**config.mk**
```make
export PLATFORM = sky130hd
export DESIGN_NAME = fetch_stage
export DESIGN_NICKNAME = d
export VERILOG_FILES = /design/src/rtl/fetch_stage.sv
export SDC_FILE = /design/constraint.sdc
export NUM_CORES = 1
export LEC_CHECK = 0
export BUFFER_PORTS_ARGS = -buffer_cell sky130_fd_sc_hd__buf_2
export CORE_MARGIN = 1.5
export CORE_UTILIZATION = 44
export DETAILED_ROUTE_END_ITERATION = 10
export GPL_TIMING_DRIVEN = 0
export PLACE_DENSITY = 0.63
export SLEW_MARGIN = 20
export SYNTH_ARGS = -nofsm -noshare
export SYNTH_HDL_FRONTEND = slang
export SYNTH_SLANG_ARGS = --single-unit
```
**constraint.sdc**
```tcl
create_clock -name clk -period 5.38 [get_ports clk]
set_input_delay 0.538 -clock clk [delete_from_list [all_inputs] [get_ports clk]]
set_output_delay 0.538 -clock clk [all_outputs]
set_load 0.05 [all_outputs]
```
**src/rtl/fetch_stage.sv**
```systemverilog
// Instruction fetch: owns the PC, keeps one memory request in flight, and registers the word plus its PC toward decode.
// A response shows up on F_valid one cycle after F_mem_rvalid; decode stalls go to a 1-entry skid, and issue stops while the skid is full.
module fetch_stage #(
  parameter int unsigned             ADDRESS_SIZE = 32,
  parameter logic [ADDRESS_SIZE-1:0] RESET_PC     = '0,
  parameter logic [ADDRESS_SIZE-1:0] NOP_INSTR    = ADDRESS_SIZE'(32'h0000_0013)
) (
  input  logic                    clk,
  input  logic                    rst_n,
  output logic                    F_mem_req,
  output logic [ADDRESS_SIZE-1:0] F_mem_addr,
  input  logic                    F_mem_ready,
  input  logic                    F_mem_rvalid,
  input  logic [ADDRESS_SIZE-1:0] F_mem_rdata,
  input  logic                    F_stall,
  input  logic                    F_redirect,
  input  logic [ADDRESS_SIZE-1:0] F_redirect_pc,
  output logic                    F_valid,
  output logic [ADDRESS_SIZE-1:0] F_instruction,
  output logic [ADDRESS_SIZE-1:0] F_pc
);

  logic [ADDRESS_SIZE-1:0] r_pc;
  logic [ADDRESS_SIZE-1:0] r_req_pc;
  logic                    r_outstanding;
  logic                    r_kill;
  logic                    r_out_vld;
  logic [ADDRESS_SIZE-1:0] r_out_instr;
  logic [ADDRESS_SIZE-1:0] r_out_pc;
  logic                    r_skid_vld;
  logic [ADDRESS_SIZE-1:0] r_skid_instr;
  logic [ADDRESS_SIZE-1:0] r_skid_pc;

  logic w_consume;
  logic w_resp;
  logic w_take;
  logic w_accept;

  assign w_consume = r_out_vld && !F_stall;
  assign w_resp    = F_mem_rvalid && r_outstanding;
  assign w_take    = w_resp && !r_kill;
  // rst_n gates the request so the interface stays quiet while held in reset
  assign F_mem_req = rst_n && !r_outstanding && !r_skid_vld && !F_redirect;
  assign w_accept  = F_mem_req && F_mem_ready;

  assign F_mem_addr    = r_pc;
  assign F_valid       = r_out_vld;
  assign F_instruction = r_out_instr;
  assign F_pc          = r_out_pc;

  always_ff @(posedge clk or negedge rst_n) begin
    if (!rst_n) begin
      r_pc          <= RESET_PC;
      r_req_pc      <= RESET_PC;
      r_outstanding <= 1'b0;
      r_kill        <= 1'b0;
      r_out_vld     <= 1'b0;
      r_out_instr   <= NOP_INSTR;
      r_out_pc      <= '0;
      r_skid_vld    <= 1'b0;
      r_skid_instr  <= NOP_INSTR;
      r_skid_pc     <= '0;
    end else if (F_redirect) begin
      // A response landing with the redirect is dropped here; otherwise the in-flight one is marked for discard
      r_pc          <= F_redirect_pc & ~ADDRESS_SIZE'(3);
      r_outstanding <= r_outstanding && !F_mem_rvalid;
      r_kill        <= r_outstanding && !F_mem_rvalid;
      r_out_vld     <= 1'b0;
      r_out_instr   <= NOP_INSTR;
      r_skid_vld    <= 1'b0;
    end else begin
      if (w_accept) begin
        r_req_pc      <= r_pc;
        r_pc          <= r_pc + ADDRESS_SIZE'(4);
        r_outstanding <= 1'b1;
      end else if (w_resp) begin
        r_outstanding <= 1'b0;
        r_kill        <= 1'b0;
      end

      if (w_consume && r_skid_vld) begin
        r_out_instr  <= r_skid_instr;
        r_out_pc     <= r_skid_pc;
        r_skid_vld   <= w_take;
        r_skid_instr <= F_mem_rdata;
        r_skid_pc    <= r_req_pc;
      end else if (w_take && (!r_out_vld || w_consume)) begin
        r_out_vld   <= 1'b1;
        r_out_instr <= F_mem_rdata;
        r_out_pc    <= r_req_pc;
      end else if (w_take) begin
        r_skid_vld   <= 1'b1;
        r_skid_instr <= F_mem_rdata;
        r_skid_pc    <= r_req_pc;
      end else if (w_consume) begin
        r_out_vld   <= 1'b0;
        r_out_instr <= NOP_INSTR;
      end
    end
  end

endmodule
```
# Word level (Yosys, flattened, before mapping)
# Cells that the tools add are included.
word_totals:
  out_inout_bits: 98
  regBits: 196
  input_bits: 70
classes:
  n_mux: 29
  n_reduce_logical: 33
  n_bitwise: 1
  n_eq_ne: 6
  addsub: 1
op_table:
  columns: ["cell", "n"]
  rows:
  - ["32-bit two-way mux", 15]
  - ["32-bit by 3-bit adder with 32-bit output (second input constant)", 1]
  - ["1-bit two-way mux", 14]
  - ["1-bit logical AND", 10]
  - ["2-bit AND reduction", 5]
  - ["3-bit nonzero test", 3]
  - ["2-bit nonzero test", 4]
  - ["1-bit zero test", 7]
  - ["2-bit inequality test (second input constant)", 3]
  - ["3-bit AND reduction", 2]
  - ["4-bit by 2-bit inequality test with 1-bit output (second input constant)", 1]
  - ["4-bit nonzero test", 1]
  - ["3-bit by 2-bit inequality test with 1-bit output (second input constant)", 1]
  - ["3-bit inequality test (second input constant)", 1]
  - ["1-bit logical OR", 1]
  - ["1-bit inverter", 1]

# Depth between registers and ports, before layout
# Gate-level depths: netlist of the first run.
logic_depth:
  word_depth: 7
  mapped_depth: 7

# Worst setup path before layout of the first run
# OpenSTA, ideal clock, no wires.
synth_path:
  path_type: "in2reg"
  from: "input F_redirect"
  to: "register r_pc[12], in the netlist F_mem_addr[12]"
  t_arrival_ns: 2.262
  setup_slack_ns: 2.968
  stages: 5
  path_buffers: 0
  setup_time_ns: 0.150
  required_time_ns: 5.230
  path_cell_list: "nor4b_4 -> nand2_1 -> or4_1 -> nand3b_1 -> o211ai_1"
synth_between:
  elab_chain_len: 4
  word_cells_on_any_way: 5
synth_rtl:
  columns: ["item", "line_no", "source"]
  rows:
  - ["start, declared", "16", "input logic F_redirect,"]
  - ["1-bit zero test", "43", "assign F_mem_req = rst_n && !r_outstanding && !r_skid_vld && !F_redirect;"]
  - ["1-bit logical AND", "43", null]
  - ["1-bit logical AND", "44", "assign w_accept = F_mem_req && F_mem_ready;"]
  - ["2-bit nonzero test (no source line)", null, null]
  - ["end signal, assigned", "65", "r_pc <= F_redirect_pc & ~ADDRESS_SIZE'(3);"]
  - ["end signal, assigned", "74", "r_pc <= r_pc + ADDRESS_SIZE'(4);"]
  - ["end, declared", "23", "logic [ADDRESS_SIZE-1:0] r_pc;"]
# Several ways; a longest one is shown, not always the timed one.
# A chain may end at the register's enable or synchronous reset.

# Worst setup path in the final report of the first run
layout_path:
  from: "input rst_n"
  to: "output F_mem_req"
layout_between:
  elab_chain_len: 3
layout_rtl:
  columns: ["item", "line_no", "source"]
  rows:
  - ["start, declared", "9", "input logic rst_n,"]
  - ["1-bit logical AND (3 in a row)", "43", null]
  - ["end, declared", "10", "output logic F_mem_req,"]
# Every way passes these cells.

==> out/metrics.cfg, run 1 <==
[run_status]
status=completed

[yosys]
syn_area_mm2=0.00826
synth_edf_count=0
syn_area_per_cell_um2=11.1
ys_warn_count=0
seq_area_frac_synth_pct=57.1
synth_cell_types=49
synth_ff_type=dfrtp_1
postSynthCellCount=744
synth.largest_area_cell=dfrtp_1
synth_top_cell_area_share_pct=55.2
synth_area_leaders=dfrtp_1, nand2_1, mux2_2, a221o_1, mux2i_1
ys_async_sr_fraction_pct=100
ys_ff_latch=188

[floorplan]
die_y_um=140
io_pins=168
fp-row-count=49
design.core.area_mm2=0.0182
dieArea_mm2=0.0196
die_x_um=140
start_util_pct=45.3

[sta]
holdWs_ns=0.0190
worst_pin_slew_ns=0.791
rsz0062_at_grt=no
worst_slack_ns=2.74
hold_violations=0
skew_ns=0.00903
drv_slew=0
final-setup-viol-count=0
relSlewSlack_pct=46.9
min_period_ns=2.64
max_freq_mhz=379
timing.final.crit_share_pct=49.0

[global_routing]
groute.usage.overall_pct=22.3
grt_pass1_wl_um=34000
grt_pass1_vias=6296
antenna_found_initial=1
grt_max_degree=73
overflow=0

[clock_tree]
tritoncts=done
holdBufCountCts=0
cts_sinks=188
ctsResizeCount=0
h-tree-depth=4
cts_setup_buffers=0
clk_pin_slew_ns=0.07
clkLatencyLatePin_ns=0.43
cts-buffers-inserted=17
clk_path_buf_depth=2
root_buffer=clkbuf_16

[setup_path]
reg2reg_from=F_mem_addr[2]
worstPathArrival_ns=2.10
r2r_setup_slack_ns=2.93
crit_required_ns=4.84
worstSetupStartpointType=primary input
endpoint_kind=output port
startpoint=rst_n
critical_path_class=primary input to output port
worst-r2r-cell-count=6
crit_path_max_fanout=72
reg2reg_to=F_mem_addr[28]

[detailed_routing]
vias_per_cell=5.49
drt_iter0_drc=379
drc=0
wl_per_cell_um=17.9
dr_total_vias=6423
postRouteAntennaNets=0
drtPass1Iterations=7
drt_wl_total_um=20900

[finish]
drive_gt1_share_pct=29.4
area_growth_pct=21.9
final_cell_mix=dfrtp_1, buf_2, nand2_1
final_cell_area_mm2=0.0101
fin_nets=1000
final_common_cell=dfrtp_1
antennaDiodeCount=0

[min_path]
hold_class=primary input to async pin

[placed_design]
dp_hpwl_um=14700
post_dp_cell_area_mm2=0.00942
pre_cts_ws_ns=2.32
io_buffers=161
place_congestion=0.825

[power]
total_leakage_power_nw=5.38
power_mw=3.87
ir_drop_v=0.000239
cellPowerDensity_mw_per_mm2=385

[run]
maxCapViolations=0

[synthesized netlist by cell type (all sizes together), types with 2 or more instances]
| library cell | n |
|---|---|
| dfrtp | 182 |
| nand2b | 2 |
| nor3 | 5 |
| nor2b | 7 |
| nand4 | 7 |
| and4 | 2 |
| o311ai | 12 |
| inv | 9 |
| a22oi | 4 |
| clkbuf | 28 |
| a221o | 30 |
| buf | 22 |
| mux2 | 63 |
| o211ai | 6 |
| mux2i | 30 |
| a32oi | 2 |
| nand3b | 4 |
| or4 | 2 |
| a31oi | 8 |
| o31ai | 2 |
| nand3 | 15 |
| o21ai | 59 |
| dfstp | 6 |
| nor4 | 4 |
| and3 | 34 |
| a21oi | 5 |
| a221oi | 3 |
| nor2 | 23 |
| nand2 | 156 |
[where the power goes]
| group | internal (mW) | total (mW) | switching, mW | leakage, nW |
|---|---|---|---|---|
| sequential | 1.58 | 1.70 | 0.126 | 2.48 |
| combinational | 0.200 | 0.803 | 0.603 | 2.59 |
| clock | 0.809 | 1.37 | 0.561 | 0.308 |
[final cells by class]
class / instances / area (um2)
clock buffer: 20 / 457
fill: 1612 / 8140
multi-input combinational: 500 / 3280
tap: 229 / 287
buffer: 50 / 238
clock inverter: 12 / 184
sequential: 188 / 4710
timing repair buffer: 163 / 871
inverter: 9 / 33.8
[per-stage QoR]
stage | std cells | utilization, % | TNS (ns)
after CTS | 1171 | 55.3 | 0
after detailed placement | 1139 | 51.8 | 0
after global placement | 1137 | 51.4 | -23.81
after floorplan | 747 | - | 0
after global routing | 1171 | 55.3 | 0
final | 1171 | 55.3 | 0
[logic make-up after synthesis]
family | after synthesis | synth area share, %
AOI/OAI and AO/OA | 135 | 11.7
xor gates and xnor gates | 2 | 0.212
adders and majority gates | 1 | 0.152
buffers and inverters | 59 | 3.29
DFF | 188 | 57.1
muxes | 93 | 12.2
other | 1 | 0.0454
and+or+nand+nor | 265 | 15.3
[worst max-delay path: stages]
cell	delay (ns)
buf_8	0.35
buf_16	0.35
nor4b_4	0.45
buf_2	0.35
[per-layer routing]
| layer | wire length [um] | vias up | track usage (%) |
|---|---|---|---|
| met5 | 0 | - | 0 |
| met2 | 9630 | 207 | 34.2 |
| met1 | 9870 | 3172 | 32.2 |
| li1 | - | 3025 | - |
| met4 | 232 | 0 | 6.15 |
| met3 | 1210 | 19 | 4.58 |
[state kept, by name, indices dropped and copies added, names as in the netlist]
register and cells:
r_outstanding 1, r_req_pc 30, r_skid_instr 32, r_skid_vld 1, F_pc 30, F_instruction 32
r_skid_pc 30, F_valid 1, F_mem_addr 30, r_kill 1
[how the worst max path moves through the flow]
stage	to	slack, ns	cells past startpoint
4_1_cts	F_mem_req	2.69	4
3_5_place_dp	F_mem_addr[27]	2.32	9
6_report	F_mem_req	2.74	4
2_1_floorplan	F_mem_addr[12]	2.97	5
5_1_grt	F_mem_addr[27]	2.53	9
3_3_place_gp	F_mem_addr[27]	-0.49	8
(Power assumes the default switching activity.)
==> run 2, diff against run 1 <==
==> constraint.sdc (replaced) <==
create_clock -name clk -period 2.5 [get_ports clk]
set_input_delay 0.25 -clock clk [delete_from_list [all_inputs] [get_ports clk]]
set_output_delay 0.25 -clock clk [all_outputs]
set_load 0.05 [all_outputs]
==> out/metrics.cfg, run 2 (synthesized netlist as in run 1, its figures left out) <==
[global_routing]
grt_pass1_wl_um=34400  ; +0.99%
antenna_found_initial=1  ; unchanged
groute.usage.overall_pct=22.5  ; +0.25 points
overflow=0  ; unchanged
grt_pass1_vias=6366  ; +1.1%
grt_max_degree=67  ; -8.2%

[detailed_routing]
postRouteAntennaNets=0  ; unchanged
drc=0  ; unchanged
vias_per_cell=5.47  ; -0.21%
wl_per_cell_um=17.9  ; about the same
drt_wl_total_um=21100  ; +0.71%
drt_iter0_drc=383  ; +1.1%
dr_total_vias=6453  ; +0.47%
drtPass1Iterations=7  ; unchanged

[clock_tree]
root_buffer=clkbuf_16
cts_sinks=188  ; unchanged
cts_setup_buffers=0  ; unchanged
clkLatencyLatePin_ns=0.43  ; about the same
clk_path_buf_depth=2  ; unchanged
clk_pin_slew_ns=0.07  ; about the same
h-tree-depth=4  ; unchanged
cts-buffers-inserted=17  ; unchanged
tritoncts=done

[power]
ir_drop_v=0.000513  ; +110%
total_leakage_power_nw=5.46  ; +1.5%
cellPowerDensity_mw_per_mm2=818  ; +110%
power_mw=8.37  ; +120%
seqPwrFrac_pct=43.8  ; about the same
pwr-share-comb_pct=21.0  ; +0.3 points
p_clk_share_pct=35.2  ; -0.2 points
switching_share_pct=33.3  ; -0.045 points
switchingPower_mw=2.78  ; +120%
internal_power_mw=5.58  ; +120%

[sta]
drv_slew=0  ; unchanged
relSlewSlack_pct=46.2  ; -0.62 points
rsz0062_at_grt=no
min_period_ns=2.32
final-setup-viol-count=0  ; unchanged
worst_slack_ns=0.180  ; -2.57 ns
timing.final.crit_share_pct=92.8
worst_pin_slew_ns=0.800  ; +0.00929 ns
fin_tns_setup_ns=0  ; unchanged
holdWs_ns=0.0267  ; +0.00770 ns
skew_ns=0.00870  ; -0.000334 ns
hold_violations=0  ; unchanged
max_freq_mhz=431

[finish]
seq_area_mm2=0.00471  ; unchanged
final_cell_area_mm2=0.0102  ; +1.6%
area_growth_pct=23.9
final_common_cell=dfrtp_1
fin_cells=1179  ; +0.68%
final_util_pct=56.2  ; +0.90 points
final_cell_mix=dfrtp_1, buf_2, nand2_1
antennaDiodeCount=0  ; unchanged
drive_gt1_share_pct=29.8  ; +0.38 points
fill_cells=1595  ; -1.1%
fin_nets=1008  ; +0.80%
multi_input_area_mm2=0.00330  ; +0.42%

[min_path]
hold_path_depth=3
hold_start=F_redirect_pc[4]
hold_end=F_mem_addr[4]
hold_class=primary input to register

[setup_path]
reg2reg_from=F_valid
critical_path_class=primary input to register
reg2reg_to=r_skid_pc[13]
crit_required_ns=2.78  ; -2.06 ns
endpoint_kind=register
worstSetupStartpointType=primary input
crit_path_max_fanout=10  ; -86%
worstPathArrival_ns=2.60  ; +0.50 ns
worst-r2r-cell-count=5  ; -1
r2r_setup_slack_ns=0.24  ; -2.69 ns

[floorplan]
dieArea_mm2=0.0196  ; unchanged
design.core.area_mm2=0.0182  ; unchanged
die_x_um=140  ; unchanged
io_pins=168  ; unchanged
fp-row-count=49  ; unchanged
start_util_pct=45.3  ; unchanged
die_y_um=140  ; unchanged

[placed_design]
dp_cells=1139  ; unchanged
dp_hpwl_um=14700  ; unchanged
place_congestion=0.825  ; unchanged
post_dp_cell_area_mm2=0.00942  ; unchanged
pre_cts_ws_ns=-0.271  ; -2.59 ns
io_buffers=161  ; unchanged

[run_status]
status=completed

[run]
maxCapViolations=0  ; unchanged

[run 2: cell types whose count changed in the layout (fill, tap and decap cells not counted)]
| cell | previous run | this run |
|---|---|---|
| buf_16 | 2 | 6 |
| dlygate4sd3_1 | 0 | 4 |
| nor2_1 | 23 | 21 |
| nor2_2 | 0 | 2 |
| nor4_2 | 3 | 2 |
| nor4_4 | 1 | 2 |
[run 2: power by group through the flow]
stage	clock [mW]	sequential (mW)	combinational (mW)
final	2.95	3.66	1.76
after global routing	3.13	3.71	1.88
after CTS	3.00	3.66	1.77
after detailed placement	0	3.71	1.74
after global placement	0	3.70	1.72
after floorplan	0	4.44	0.446
[run 2: routing by layer]
layer / global-route usage [%] / up-vias / part of all wire, %
met4: 6.15 / 0 / 1.1
met5: 0 / - / 0
met2: 34.7 / 205 / 46
met1: 32.5 / 3190 / 47
li1: - / 3039 / -
met3: 4.58 / 19 / 6.2
[run 2: worst max-delay path by stage]
stage | startpoint | to | depth (start not counted)
after floorplan | r_outstanding | F_mem_addr[12] | 5
after global placement | rst_n | F_mem_addr[27] | 8
after detailed placement | rst_n | F_mem_addr[27] | 9
after CTS | rst_n | F_mem_addr[27] | 10
after global routing | F_valid | r_skid_pc[12] | 5
final | rst_n | r_outstanding | 8
[run 2: cell type report]
type                       instances  share of cell area (%)
timing repair buffer             171                    9.98
sequential                       188                    46.1
multi-input combinational        500                    32.2
buffer                            50                    2.32
clock buffer                      20                    4.46
inverter                           9                   0.330
tap                              229                    2.80
clock inverter                    12                    1.80
[run 2: critical path: stages]
cell and delay [ns]:
dlygate4sd3_1 0.57, buf_8 0.16, buf_16 0.14, nor4b_4 0.15
nand2_1 0.24, clkbuf_1 0.40, clkbuf_1 0.50, o21ai_0 0.17
[run 2: timing repair]
action | in CTS | in global routing
setup endpoints to repair | 0 | 4
hold buffers | 8 | 0
endpoints found under the hold margin | 55 | 0
resized for setup | 0 | 3
